### src/rtl/imem_arb_pkg.sv
// Shared types and constants for the instruction-memory arbiter.
// GNT_F/GNT_L encode which side owned the last grant.
package imem_arb_pkg;

   localparam int   DW_DEF = 32;
   localparam int   AW_DEF = 5;
   localparam logic GNT_F  = 1'b0;
   localparam logic GNT_L  = 1'b1;

   typedef enum logic {
      ARB  = 1'b0,
      LOCK = 1'b1
   } arb_state_t;

endpackage

### src/rtl/imem_rr_pick.sv
// Two-way round-robin picker: bit 0 is the fetch side, bit 1 the loader side.
// A lone request always wins; on contention the side that did not win last goes.
module imem_rr_pick
   import imem_arb_pkg::*;
(
   input  logic [1:0] req_i,
   input  logic       last_i,
   output logic [1:0] gnt_o
);

   always_comb begin
      gnt_o = 2'b00;
      case (req_i)
         2'b01:   gnt_o = 2'b01;
         2'b10:   gnt_o = 2'b10;
         2'b11:   gnt_o = (last_i == GNT_L) ? 2'b01 : 2'b10;
         default: gnt_o = 2'b00;
      endcase
   end

endmodule

### src/rtl/imem_arbiter.sv
// Shares one single-port instruction memory between CPU fetch (F) and a loader/debug port (L).
// Define LOADER_LOCK_EN to let L hold the memory for up to MAX_LOCK consecutive grants.
module imem_arbiter
   import imem_arb_pkg::*;
#(
   parameter int DW       = DW_DEF,
   parameter int AW       = AW_DEF,
   parameter int MAX_LOCK = 8
) (
   input  logic          CLK,
   input  logic          RST,
   input  logic          f_req,
   input  logic [AW-1:0] f_addr,
   output logic          f_gnt,
   output logic          f_rvalid,
   output logic [DW-1:0] f_rdata,
   input  logic          l_req,
   input  logic          l_we,
   input  logic [AW-1:0] l_addr,
   input  logic [DW-1:0] l_wdata,
   input  logic          l_lock,
   output logic          l_gnt,
   output logic          l_rvalid,
   output logic [DW-1:0] l_rdata,
   output logic [AW-1:0] mem_addr,
   output logic          mem_we,
   output logic [DW-1:0] mem_wdata,
   input  logic [DW-1:0] mem_rdata
);

   logic          last_q;
   logic          last_d;
   logic [1:0]    pick_s;
   logic          f_gnt_s;
   logic          l_gnt_s;
   logic [AW-1:0] addr_q;
   logic          f_rvalid_q;
   logic          l_rvalid_q;
   logic [DW-1:0] f_rdata_q;
   logic [DW-1:0] l_rdata_q;

   imem_rr_pick u_pick (
      .req_i  ({l_req, f_req}),
      .last_i (last_q),
      .gnt_o  (pick_s)
   );

`ifdef LOADER_LOCK_EN
   localparam int CW = $clog2(MAX_LOCK + 1);

   arb_state_t    state_q;
   arb_state_t    state_d;
   logic [CW-1:0] cnt_q;
   logic [CW-1:0] cnt_d;
   logic          hold_s;

   // The exit on the MAX_LOCK-th grant guarantees hold_s never exceeds the budget.
   assign hold_s = (state_q == LOCK) && l_req && l_lock;

   always_comb begin
      f_gnt_s = 1'b0;
      l_gnt_s = 1'b0;
      if (RST) begin
         f_gnt_s = 1'b0;
         l_gnt_s = 1'b0;
      end else if (hold_s) begin
         l_gnt_s = 1'b1;
      end else begin
         f_gnt_s = pick_s[0];
         l_gnt_s = pick_s[1];
      end
   end

   always_comb begin
      state_d = state_q;
      cnt_d   = cnt_q;
      case (state_q)
         ARB: begin
            if (l_gnt_s && l_lock && (MAX_LOCK > 32'sd1)) begin
               state_d = LOCK;
               cnt_d   = CW'(1);
            end else begin
               state_d = ARB;
               cnt_d   = '0;
            end
         end
         LOCK: begin
            if (hold_s && (cnt_q != CW'(MAX_LOCK - 1))) begin
               state_d = LOCK;
               cnt_d   = cnt_q + CW'(1);
            end else begin
               state_d = ARB;
               cnt_d   = '0;
            end
         end
         default: begin
            state_d = ARB;
            cnt_d   = '0;
         end
      endcase
   end

   always_ff @(posedge CLK or posedge RST) begin
      if (RST) begin
         state_q <= ARB;
         cnt_q   <= '0;
      end else begin
         state_q <= state_d;
         cnt_q   <= cnt_d;
      end
   end
`else
   localparam int unused_max_lock = MAX_LOCK;
   logic          unused_lock_s;

   assign unused_lock_s = l_lock;

   always_comb begin
      f_gnt_s = 1'b0;
      l_gnt_s = 1'b0;
      if (RST) begin
         f_gnt_s = 1'b0;
         l_gnt_s = 1'b0;
      end else begin
         f_gnt_s = pick_s[0];
         l_gnt_s = pick_s[1];
      end
   end
`endif

   // Idle cycles keep the last issued address on the memory bus.
   always_comb begin
      mem_addr = addr_q;
      last_d   = last_q;
      if (f_gnt_s) begin
         mem_addr = f_addr;
         last_d   = GNT_F;
      end else if (l_gnt_s) begin
         mem_addr = l_addr;
         last_d   = GNT_L;
      end else begin
         mem_addr = addr_q;
         last_d   = last_q;
      end
   end

   assign mem_we    = l_gnt_s & l_we;
   assign mem_wdata = l_gnt_s ? l_wdata : '0;
   assign f_gnt     = f_gnt_s;
   assign l_gnt     = l_gnt_s;
   assign f_rvalid  = f_rvalid_q;
   assign l_rvalid  = l_rvalid_q;
   assign f_rdata   = f_rdata_q;
   assign l_rdata   = l_rdata_q;

   always_ff @(posedge CLK or posedge RST) begin
      if (RST) begin
         last_q     <= GNT_L;
         addr_q     <= '0;
         f_rvalid_q <= 1'b0;
         l_rvalid_q <= 1'b0;
         f_rdata_q  <= '0;
         l_rdata_q  <= '0;
      end else begin
         last_q     <= last_d;
         addr_q     <= mem_addr;
         f_rvalid_q <= f_gnt_s;
         l_rvalid_q <= l_gnt_s;
         if (f_gnt_s) begin
            f_rdata_q <= mem_rdata;
         end
         if (l_gnt_s) begin
            l_rdata_q <= l_we ? '0 : mem_rdata;
         end
      end
   end

endmodule

### config.mk
export PLATFORM = sky130hd
export DESIGN_NAME = imem_arbiter
export DESIGN_NICKNAME = d
export VERILOG_FILES = /design/src/rtl/imem_arb_pkg.sv /design/src/rtl/imem_rr_pick.sv /design/src/rtl/imem_arbiter.sv
export SDC_FILE = /design/constraint.sdc
export NUM_CORES = 1
export LEC_CHECK = 0
export ABC_CLOCK_PERIOD_IN_PS = 3850
export BUFFER_PORTS_ARGS = -buffer_cell sky130_fd_sc_hd__buf_2
export CORE_ASPECT_RATIO = 0.6
export CORE_UTILIZATION = 43
export CTS_CLUSTER_DIAMETER = 100
export DETAILED_ROUTE_END_ITERATION = 10
export GPL_TIMING_DRIVEN = 0
export HOLD_SLACK_MARGIN = 0.08
export PLACE_DENSITY = 0.79
export SYNTH_ARGS = -nofsm -noshare
export SYNTH_HDL_FRONTEND = slang
export SYNTH_HIERARCHICAL = 1
export SYNTH_SLANG_ARGS = --single-unit
### constraint.sdc
create_clock -name CLK -period 3.85 [get_ports CLK]
set_input_delay 0.77 -clock CLK [delete_from_list [all_inputs] [get_ports CLK]]
set_output_delay 0.77 -clock CLK [all_outputs]
set_load 0.01 [all_outputs]
; Word-level counts from Yosys, hierarchy flattened
; Index checks and enable logic that the tools add are counted.
; Widths: inputs -> output; s select.
[op_classes]
n_addsub = 0
mul = 0
div_mod_pow = 0
n_lt_le_gt_ge = 0
n_eq_ne = 3
shifts = 0
muxes = 10
bitwise_logic = 1
n_reduce_logical = 1
[ops]
columns = cell, n
row1 = $mux 32, 2
row2 = $mux 5, 2
row3 = $pmux 2 s3, 1
row4 = $eq 2x2->1 const B, 2
row5 = $mux 1, 4
row6 = $eq 2x1->1 const B, 1
row7 = $mux 2, 1
row8 = $reduce_bool 2->1, 1
row9 = $and 1x1->1, 1
[totals]
register_bits = 72
latchBits = 0
ram_bits = 0
rom_bits = 0
in_bits = 80
output_inout_bits = 106
elab_cells = 21
mem_count = 0

; Logic depth before layout (Yosys ltp)
[logic_depth]
ltp_word = 5
ltp_mapped = 7
depth_no_buf = 6

; By module
; The synthesis kept the hierarchy.
[by_module_without_submodules]
columns = mod, instances, cells_each, area_each_um2, seq_area_each_um2
row1 = imem_arbiter, 1, 346, 3118.0, 1803.0
row2 = imem_rr_pick, 1, 3, 18.8, 0.0

; Worst setup path before layout
; No wires, ideal clock.
[synth_timing]
kind = input-to-output
startpoint = input port RST
endpoint = output port mem_addr[0]
arrival_ps = 2943
required_time_ps = 3080
path_slack_ps = 137
stages = 3
path_buffers = 0
path_cell_list = inv_1 o22ai_1 nor3_1
[synth_via]
elab_chain_cells = 3
word_cells_on_any_way = 4
cone_classes = mux (4)
[synth_rtl]
columns = item, line_no
row1 = start: declaration, imem_arbiter.sv:11  ; input logic RST,
row2 = $mux 1, imem_arbiter.sv:121  ; if (RST) begin
row3 = $mux 5, imem_arbiter.sv:138  ; end else if (l_gnt_s) begin
row4 = $mux 5 *, imem_arbiter.sv:135  ; if (f_gnt_s) begin
row5 = end: declaration, imem_arbiter.sv:25  ; output logic [AW-1:0] mem_addr,
; Every way passes the cells marked *; elsewhere a longest branch is shown, timed or not.

; Worst setup path after layout
[layout_timing]
startpoint = input port l_req
endpoint = output port mem_addr[2]
[layout_via]
elab_chain_cells = 5
word_cells_on_any_way = 8
cone_classes = eq/ne (3) / mux (5)
[layout_rtl]
columns = item, line_no
row1 = start: declaration, imem_arbiter.sv:17  ; input logic l_req,
row2 = $eq 2x2->1 / $eq 2x1->1 (equally long branches), imem_rr_pick.sv:13  ; case (req_i)
row3 = $pmux 2 s3 *, imem_rr_pick.sv:13
row4 = net pick_s[1], imem_arbiter.sv:33  ; logic [1:0] pick_s;
row5 = $mux 1 *, imem_arbiter.sv:121
row6 = $mux 5 *, imem_arbiter.sv:138
row7 = $mux 5 *, imem_arbiter.sv:135
; Mark *: on every way through the listed nets, which the timed path passes. The rest lies on a longest branch.

==> qor.yml <==
outcome: "finished with violations"
failed_checks: "DRC"
postPlaceCellArea_mm2: 0.00417
io_pins: 186
synth_common_cells: "160 x nand2_1, 71 x dfrtp_1, 33 x and2_1"
rows: 23
cp.required_ns: 3.08
startpoint_type: "input port"
fin_area_mm2: 0.00449
antennaDiodeCount: 0
hold_viol_final: 0
netlist_top_cells_area: "dfrtp_1 57%, nand2_1 19%, nand3b_1 7.7%"
crit_buf_inv: 3
die_x_um: 112
dr.pass1.iters: 7
ys_seq_elements: 72
power_density_mw_per_mm2: 523
num-fill-cells: 591
grt_busiest_layer: "met2"
first_iter_violations: 195
clock_sinks: 72
min_period_over_period_pct: 77.4
wl_per_cell_um: 13.7
cts-root-buf: "clkbuf_16"
dp_hpwl_um: 6560
async_flop_share_pct: 100
cap_viol_max_count: 0
slowest_stage: "a21boi_0"
htreeDepth: 3
path_clk_slew_ns: 0.06
slowest_delay_ns: 0.54
nets: 624
synth_top_area_share_pct: 56.6
core_area_mm2: 0.00685
netlist_instances: 349
path_delay_family: "compound AO/OA/AOI/OAI gates"
cp.arrival_ns: 2.21
die_area_mm2: 0.00765
synth.cell_area_mm2: 0.00314
insertion_delay_ns: 0.32
rsz0062_at_grt: "no"
ctsResizeCount: 0
start_util_pct: 45.8
cp_cell_sequence: "buf_2, a21boi_0, nand2b_1, buf_2, nor3_1, nor3_1, buf_2"
synth_nets: 429
grt_start_max_net_pins: 78
overflow: 0
drcViolationCount: 9
cts_setup_buffers: 0
met1_usage_pct: 32.0
min_path_type: "flip-flop to flip-flop"
use_met2_pct: 36.5
setup_tns_ns: 0
cts_tree: "yes"
yosysTopAreaCell: "dfrtp_1"
numPortBuffers: 184
power_leakage_uw: 0.00267
area_growth_pct: 43.2
finalSetupViolCount: 0
grt_pass1_wl_um: 13500
yosysSeqAreaShare_pct: 57.5
layout_min_cycle_time_ns: 2.98
die_y_um: 68.2
vdd_drop_max_uv: 236
layout-drive-gt1-share_pct: 40.1
synth_enable_flop_cells: 0
wirelength_um: 8680
antenna_found_initial: 0
synth_flop_cell: "dfrtp_1"
path_common_cell: "buf_2"
via_per_inst: 4.64
path_class: "input port to output pin"
cts_max_path_buffers: 2
yosysMostFrequentCell: "nand2_1"
synthesis.yosys.warnings: 6
grt_pass1_vias: 2708
crit_path_end_kind: "output pin"
gr-usage-met3_pct: 7.53
max_freq_mhz: 335
vias: 2951
path_max_fanout: 10
drv_slew: 0
grt_use_total_pct: 23.4
clock_skew_ns: 0.00590
postSynthAreaPerCell_um2: 8.99
place.gp.congestion: 0.780
final_util_pct: 65.6
synth_cell_type_count: 18
relSlewSlack_pct: 39.1
cts_buffers: 9
tightest_slew_ns: 0.913
postRouteAntennaNets: 0
holdBufCountCts: 0
## sequential cells by signal, indices dropped and copies added (netlist names)
signal    cells
f_rvalid      1
last_q        1
addr_q        5
l_rvalid      1
l_rdata      32
f_rdata      32
## logic make-up (layout without fill, tap and decap cells)
group,after synthesis,after routing,share of synthesized area [%]
simple gates,244,244,36.4
flops,72,72,57.5
buf+inv,26,226,4.63
compound gates,7,7,1.48
## cells in the final DEF, fill, tap and decap left out, types with 4 or more instances in the layout
master	synthesis	layout
o22ai_1	5	5
buf_6	4	4
nand3b_1	32	32
clkbuf_16	0	9
nand2_1	160	160
and2_1	33	33
clkbuf_1	4	5
nor3_1	15	15
buf_2	12	196
dfrtp_1	71	71
## stage by stage
step           total power (µW)  worst slack [ns]  cells  hold WS (ns)
2_1_floorplan              1230             0.137    349         0.485
3_3_place_gp               1460            -0.666    620         0.445
3_5_place_dp               1480             0.832    620         0.451
4_1_cts                    2370             0.843    636         0.462
5_1_grt                    2480             0.585    636         0.488
6_report                   2350             0.869    636         0.458
## final cells by class
class                           instances  area [µm²]  share of cell area (%)
Timing Repair Buffer                  184         921                    20.5
Inverter                                4        17.5                   0.390
Tap cell                               87         109                    2.42
Multi-Input combinational cell        251        1190                    26.5
Sequential cell                        72        1800                    40.1
Buffer                                 22         130                    2.90
Clock inverter                          5        80.1                    1.78
Clock buffer                           11         243                    5.40
## path summary, 6_finish.rpt
kind	from	end	slack [ns]	depth (start not counted)
max	l_req	mem_addr[2]	0.87	7
min	l_rdata[13]	l_rdata[13]	0.46	2
max reg2reg	last_q	l_rdata[3]	2.08	6
min reg2reg	l_rdata[13]	l_rdata[13]	0.46	2
max in group asynchronous	RST	f_rdata[22]	2.59	2
min in group asynchronous	RST	addr_q[1]	0.67	2
## worst register-to-register path: stages, from the launching register on
cell	delay [ns]
dfstp_2	0.37
a21boi_0	0.54
nand2b_1	0.16
buf_2	0.23
buf_2	0.21
nand2_1	0.10
nand2_1	0.05
## metal layers
layer	vias up	routed length, µm
met5	-	0
met4	0	65
met3	7	688
met2	105	3940
met1	1355	3990
li1	1484	-
## report_power, final
part	switching, µW	internal (µW)	total [µW]
clock network	306	584	890
logic	287	209	497
registers	72.6	891	964
total	666	1680	2350
Note: power is estimated with default switching activity, not from simulation.
